<file path="config.mk">
export PLATFORM = sky130hd
export DESIGN_NAME = alert_rx_array
export DESIGN_NICKNAME = d
export VERILOG_FILES = /design/src/rtl/alert_rx_pkg.sv /design/src/rtl/alert_rx_chan.sv /design/src/rtl/alert_rx_array.sv
export SDC_FILE = /design/constraint.sdc
export NUM_CORES = 1
export LEC_CHECK = 0
export CAP_MARGIN = 20
export CORE_AREA = 10 10 165 137
export DETAILED_ROUTE_END_ITERATION = 6
export DIE_AREA = 0 0 175 147
export SLEW_MARGIN = 30
export SYNTH_ARGS = -nofsm -noshare
export SYNTH_HDL_FRONTEND = slang
export SYNTH_SLANG_ARGS = --single-unit
</file>
<file path="constraint.sdc">
create_clock -name clk_i -period 3.5 [get_ports clk_i]
set_input_delay 0.7 -clock clk_i [delete_from_list [all_inputs] [get_ports clk_i]]
set_output_delay 0.7 -clock clk_i [all_outputs]
set_load 0.01 [all_outputs]
</file>
<file path="src/rtl/alert_rx_pkg.sv">
`default_nettype none
// ============================================================================
//  Module      : alert_rx_pkg
//  Description : Shared types for the differential alert receiver array:
//                channel handshake FSM state encoding, differential pair
//                type, the two legal pair encodings and classification
//                helpers used by every channel.
//  Revision    : 1.0 - initial release
// ============================================================================
package alert_rx_pkg;

    // Handshake state of one receiver channel.
    typedef enum logic [1:0] {
        StIdle  = 2'd0,
        StAckHi = 2'd1,
        StAckLo = 2'd2
    } alert_state_e;

    // One differential wire pair.
    typedef struct packed {
        logic p;
        logic n;
    } diff_pair_t;

    localparam diff_pair_t c_PAIR_IDLE   = '{p: 1'b0, n: 1'b1};
    localparam diff_pair_t c_PAIR_ASSERT = '{p: 1'b1, n: 1'b0};

    function automatic logic pair_is_assert(input diff_pair_t pair);
        return (pair == c_PAIR_ASSERT);
    endfunction

    function automatic logic pair_is_idle(input diff_pair_t pair);
        return (pair == c_PAIR_IDLE);
    endfunction

    // Both wires at the same level cannot be produced by a healthy sender.
    function automatic logic pair_is_broken(input diff_pair_t pair);
        return (pair.p == pair.n);
    endfunction

endpackage : alert_rx_pkg
`default_nettype wire

</file>
<file path="src/rtl/alert_rx_chan.sv">
`default_nettype none
// ============================================================================
//  Module      : alert_rx_chan
//  Description : One differential alert receiver channel. Performs the
//                alert/ack four-phase handshake, issues level-toggle pings
//                and times out unanswered pings. All outputs registered.
//  Ports       : clk_i, rst_ni (sync, active-low)
//                alert_p_i/alert_n_i  - differential alert from sender
//                ack_p_o/ack_n_o      - differential ack to sender
//                ping_p_o/ping_n_o    - differential ping (toggle encoded)
//                ping_req_i           - one-cycle ping request
//                ping_timeout_i       - ping response window in cycles
//                alert_o, ping_ok_o, ping_fail_o, integ_fail_o - pulses
//  Revision    : 1.0 - initial release
// ============================================================================
module alert_rx_chan
    import alert_rx_pkg::*;
#(
    parameter int unsigned TimeoutW = 8
) (
    input  logic                clk_i,
    input  logic                rst_ni,
    input  logic                alert_p_i,
    input  logic                alert_n_i,
    output logic                ack_p_o,
    output logic                ack_n_o,
    output logic                ping_p_o,
    output logic                ping_n_o,
    input  logic                ping_req_i,
    input  logic [TimeoutW-1:0] ping_timeout_i,
    output logic                alert_o,
    output logic                ping_ok_o,
    output logic                ping_fail_o,
    output logic                integ_fail_o
);

    alert_state_e        r_state;
    diff_pair_t          r_ack;
    diff_pair_t          r_ping;
    logic                r_pend;
    logic [TimeoutW-1:0] r_cnt;
    logic                r_alert;
    logic                r_ping_ok;
    logic                r_ping_fail;
    logic                r_integ_fail;

    diff_pair_t          w_alert;
    logic                w_start;
    logic                w_resp;
    logic                w_expire;
    logic [TimeoutW-1:0] w_cnt_inc;

    assign w_alert = '{p: alert_p_i, n: alert_n_i};

    // A handshake only starts from Idle; a start while a ping is pending is
    // the sender's ping response rather than a real alert.
    assign w_start = (r_state == StIdle) && pair_is_assert(w_alert);
    assign w_resp  = w_start && r_pend;

    // r_cnt holds the pending cycles already elapsed; the comparison uses
    // the count including the current cycle, so a window of N expires on the
    // N-th edge after the request and a window of 0 on the first one.
    assign w_cnt_inc = (r_cnt == {TimeoutW{1'b1}}) ? r_cnt : r_cnt + 1'b1;
    assign w_expire  = r_pend && !w_resp && (w_cnt_inc >= ping_timeout_i);

    always_ff @(posedge clk_i) begin
        if (!rst_ni) begin
            r_state      <= StIdle;
            r_ack        <= c_PAIR_IDLE;
            r_ping       <= c_PAIR_IDLE;
            r_pend       <= 1'b0;
            r_cnt        <= '0;
            r_alert      <= 1'b0;
            r_ping_ok    <= 1'b0;
            r_ping_fail  <= 1'b0;
            r_integ_fail <= 1'b0;
        end else begin
            r_alert      <= w_start && !r_pend;
            r_ping_ok    <= w_resp;
            r_ping_fail  <= w_expire;
            r_integ_fail <= pair_is_broken(w_alert);

            // A broken pair is neither assert nor idle, so Idle and AckHi
            // hold naturally while the integrity error persists.
            case (r_state)
                StIdle: begin
                    if (w_start) begin
                        r_state <= StAckHi;
                        r_ack   <= c_PAIR_ASSERT;
                    end
                end
                StAckHi: begin
                    if (pair_is_idle(w_alert)) begin
                        r_state <= StAckLo;
                        r_ack   <= c_PAIR_IDLE;
                    end
                end
                StAckLo: begin
                    r_state <= StIdle;
                end
                default: begin
                    r_state <= StIdle;
                    r_ack   <= c_PAIR_IDLE;
                end
            endcase

            // Requests are only honoured with nothing pending, which also
            // drops a request coinciding with a response or expiry.
            if (w_resp || w_expire) begin
                r_pend <= 1'b0;
            end else if (r_pend) begin
                r_cnt <= w_cnt_inc;
            end else if (ping_req_i) begin
                r_pend   <= 1'b1;
                r_cnt    <= '0;
                r_ping.p <= ~r_ping.p;
                r_ping.n <= ~r_ping.n;
            end
        end
    end

    assign ack_p_o      = r_ack.p;
    assign ack_n_o      = r_ack.n;
    assign ping_p_o     = r_ping.p;
    assign ping_n_o     = r_ping.n;
    assign alert_o      = r_alert;
    assign ping_ok_o    = r_ping_ok;
    assign ping_fail_o  = r_ping_fail;
    assign integ_fail_o = r_integ_fail;

endmodule : alert_rx_chan
`default_nettype wire

</file>
<file path="src/rtl/alert_rx_array.sv">
`default_nettype none
// ============================================================================
//  Module      : alert_rx_array
//  Description : Array of NumAlerts independent differential alert
//                receivers sharing one ping timeout setting.
//  Ports       : clk_i, rst_ni (sync, active-low)
//                alert_p_i/alert_n_i, ack_p_o/ack_n_o, ping_p_o/ping_n_o,
//                ping_req_i, alert_o, ping_ok_o, ping_fail_o, integ_fail_o
//                - one bit per channel
//                ping_timeout_i - ping response window shared by all channels
//  Revision    : 1.0 - initial release
// ============================================================================
module alert_rx_array
    import alert_rx_pkg::*;
#(
    parameter int unsigned NumAlerts = 4,
    parameter int unsigned TimeoutW  = 8
) (
    input  logic                 clk_i,
    input  logic                 rst_ni,
    input  logic [NumAlerts-1:0] alert_p_i,
    input  logic [NumAlerts-1:0] alert_n_i,
    output logic [NumAlerts-1:0] ack_p_o,
    output logic [NumAlerts-1:0] ack_n_o,
    output logic [NumAlerts-1:0] ping_p_o,
    output logic [NumAlerts-1:0] ping_n_o,
    input  logic [NumAlerts-1:0] ping_req_i,
    input  logic [TimeoutW-1:0]  ping_timeout_i,
    output logic [NumAlerts-1:0] alert_o,
    output logic [NumAlerts-1:0] ping_ok_o,
    output logic [NumAlerts-1:0] ping_fail_o,
    output logic [NumAlerts-1:0] integ_fail_o
);

    for (genvar i = 0; i < NumAlerts; i++) begin : g_chan
        alert_rx_chan #(
            .TimeoutW (TimeoutW)
        ) u_chan (
            .clk_i          (clk_i),
            .rst_ni         (rst_ni),
            .alert_p_i      (alert_p_i[i]),
            .alert_n_i      (alert_n_i[i]),
            .ack_p_o        (ack_p_o[i]),
            .ack_n_o        (ack_n_o[i]),
            .ping_p_o       (ping_p_o[i]),
            .ping_n_o       (ping_n_o[i]),
            .ping_req_i     (ping_req_i[i]),
            .ping_timeout_i (ping_timeout_i),
            .alert_o        (alert_o[i]),
            .ping_ok_o      (ping_ok_o[i]),
            .ping_fail_o    (ping_fail_o[i]),
            .integ_fail_o   (integ_fail_o[i])
        );
    end : g_chan

endmodule : alert_rx_array
`default_nettype wire
</file>
==> impl_metrics.json <==
{
  "status": "complete, no violations",
  "ir_drop_mv": 0.180,
  "comb_power_share": 0.145,
  "slowest_delay_ns": 0.45,
  "worstPathArrival_ns": 3.37,
  "drc": 0,
  "yosys_most_used_dff": "dfxtp_1",
  "cts_root_buf": "clkbuf_16",
  "hold_class": "flip-flop to flip-flop",
  "grt-ovfl-total": 0,
  "routed-via-count": 3758,
  "synth_top_area_cell": "dfxtp_1",
  "die_h_microns": 147,
  "fin_hold_ws_ns": 0.468,
  "critPathBufInv": 0,
  "synth.net_count": 625,
  "initial_core_util": 0.245,
  "post_cts_buffers": 0,
  "synthArstFlopShare": 0,
  "dr.pass1.iters": 4,
  "pre_cts_slack_ns": 0.380,
  "rows": 46,
  "dp.cells": 827,
  "finalCriticalPeriod_ns": 3.12,
  "die_area_sq_um": 25700,
  "switching_power_mw": 0.575,
  "finalMaxSlewViolations": 0,
  "ys_seq_area_frac": 0.322,
  "synth_edf_count": 0,
  "grt_pass1_vias": 3567,
  "powerDensity_nw_per_um2": 383,
  "crit_family": "compound AO/OA/AOI/OAI gates",
  "dieWidth_microns": 175,
  "post-synth-top-count-cell": "dfxtp_1",
  "setup_viol": 0,
  "diodes": 0,
  "fin_tns_setup_ns": 0,
  "clk_latency_ns": 0.34,
  "ios": 54,
  "slew_headroom": 0.519,
  "reg2reg_depth": 11,
  "min_path_cells": 1,
  "port_buffers": 53,
  "fin_util": 0.288,
  "p_int_mw": 1.56,
  "clkPwrFrac": 0.413,
  "sequentialPowerShare": 0.442,
  "cts_resized": 0,
  "yosys.area.top_type_share": 0.322,
  "critical_path.max_fanout": 10,
  "syn_to_final_growth_pct": 17.6,
  "cts_buffers": 9,
  "cp.depth": 11,
  "grt_start_max_net_pins": 56,
  "power.leakage_nw": 2.34,
  "worst_ep_required_time_ns": 3.76,
  "critPathLaunchType": "flip-flop",
  "fin_ws_ns": 0.384,
  "grt_usage": 0.0883,
  "cts.sinks": 76,
  "wire_per_inst_microns": 13.2,
  "netlist_area_sq_um": 4730,
  "ys_warn_count": 0,
  "grt_pass1_wl_mm": 18.5,
  "placed_area_sq_um": 5290,
  "rsz0062_at_grt": "no",
  "cp_common_cell": "ha_1",
  "ys_ff_latch": 76,
  "hpwl_mm": 8.11,
  "cts_tree": "built",
  "drive_gt1_frac": 0.0933,
  "finalNonFillerCells": 843,
  "finalCritPeriodShare": 0.890,
  "core_area_sq_um": 19300,
  "postSynthAreaPerCell_sq_um": 8.46,
  "finalPower_mw": 2.13,
  "worst_pin_slew_ns": 0.721,
  "gp_routability_congestion": 0.822,
  "synth_area_leaders": "dfxtp_1 32%, ha_1 12%, buf_4 5.1%, nand2_1 3.9%, nand3_1 3.4%",
  "netlist_top_cells_count": "76 x dfxtp_1, 49 x nand2_1, 44 x ha_1",
  "fillCellCount": 2093,
  "ant_nets": 0,
  "path_clk_slew_ns": 0.06,
  "syn_inst": 559,
  "design_area_sq_um": 5560,
  "max_freq_mhz": 321,
  "vias_per_cell": 4.46,
  "clock_skew_ns": 0.00932,
  "htreeDepth": 3,
  "final_nets": 640,
  "cts_buffer_depth": 2,
  "hold_viol_final": 0,
  "critPathCaptureType": "flip-flop",
  "drt_iter0_drc": 186,
  "crit_slowest_cell": "dfxtp_1",
  "p_sw_frac": 0.270,
  "synth_cell_types": 62,
  "antenna_found_initial": 0,
  "ctsHoldBuffers": 0,
  "drt-total-wl_mm": 11.2,
  "worstSetupPathType": "flip-flop to flip-flop",
  "critical_path.cell_chain": "ha_1 > nand4_1 > or2_1 > nand2_1 > mux2_2 > ha_1 > and3_1 > a221o_1 > a211oi_4 > a21oi_1 > a311oi_2",
  "drv_cap": 0
}
power by group through the flow:
stage / sequential [mW] / combinational [mW] / clock (mW)
finish: 0.941 / 0.309 / 0.880
global placement: 0.959 / 0.313 / 0
CTS: 0.942 / 0.316 / 0.917
detailed placement: 0.961 / 0.314 / 0
floorplan: 0.952 / 0.222 / 0
global route: 0.948 / 0.348 / 0.951
worst paths after layout:
kind,to,from,slack (ns)
setup / recovery,g_chan[1].u_chan.r_cnt[2],g_chan[1].u_chan.r_cnt[0],0.38
hold / removal,g_chan[2].u_chan.alert_o,g_chan[2].u_chan.r_pend,0.47
setup reg to reg,g_chan[1].u_chan.r_cnt[2],g_chan[1].u_chan.r_cnt[0],0.38
hold reg to reg,g_chan[2].u_chan.alert_o,g_chan[2].u_chan.r_pend,0.47
cells by family (layout without fill, tap and decap cells):
family,after synthesis,in the layout,share of synthesized area
buffers and inverters,81,101,0.0928
muxes,18,18,0.0410
xor gates and xnor gates,16,16,0.0296
adders and majority gates,44,44,0.116
and+or+nand+nor,208,208,0.226
DFF,76,76,0.322
AOI/OAI and AO/OA,116,116,0.173
state kept, by name (all words and copies together), names as in the netlist:
signal,flops
g_chan.u_chan.ack_p_o,4
g_chan.u_chan.alert_o,4
g_chan.u_chan.ping_fail_o,4
g_chan.u_chan.integ_fail_o,4
g_chan.u_chan.ping_p_o,4
g_chan.u_chan.ping_ok_o,4
g_chan.u_chan.r_pend,4
g_chan.u_chan.r_cnt,32
g_chan.u_chan.ack_n_o,4
g_chan.u_chan.r_state,8
g_chan.u_chan.ping_n_o,4
cell usage in the layout, fill, tap and decap left out, types with 2 or more instances in the layout:
master,synthesis,layout
and2_1,9,9
a221o_1,2,2
o21ai_0,21,21
o21ai_1,3,3
buf_4,32,5
nand4_1,11,11
a21oi_2,2,2
mux2_2,11,11
mux2i_1,7,7
dfxtp_1,76,76
inv_1,27,27
xor2_1,7,7
and3_1,13,13
a41o_1,3,3
a211oi_1,2,2
clkinv_2,0,4
and4_1,4,4
o22ai_1,4,4
nand4b_1,2,2
o2111ai_1,3,3
or2_2,3,3
nand2_1,49,49
nor3_1,16,16
nand2b_1,19,19
a21o_1,12,12
o21a_1,8,8
nand3b_1,2,2
a21o_2,2,2
clkbuf_16,0,9
nand3_1,32,32
ha_1,44,44
xnor2_1,9,9
a221oi_2,2,2
o31ai_1,2,2
nor2b_1,4,4
a31oi_1,8,8
clkdlybuf4s50_1,0,52
a21oi_1,28,28
nor2_1,37,37
routing by layer:
metal  global-route usage  up-vias  share of wire
met5                    0        -              0
met3               0.0318        8          0.049
met2                0.141       53           0.45
met1                0.112     1702           0.50
li1                     -     1995              -
met4               0.0190        0         0.0078
area by class of cell:
| cell class | count | area [sq um] | area share |
|---|---|---|---|
| sequential | 76 | 1520 | 0.274 |
| timing repair buffer | 58 | 563 | 0.101 |
| clock inverter | 6 | 37.5 | 0.00675 |
| clock buffer | 10 | 239 | 0.0430 |
| multi-input combinational | 402 | 2770 | 0.498 |
| tap | 264 | 330 | 0.0594 |
| inverter | 27 | 101 | 0.0182 |
Note: power is estimated with default switching activity, not from simulation.
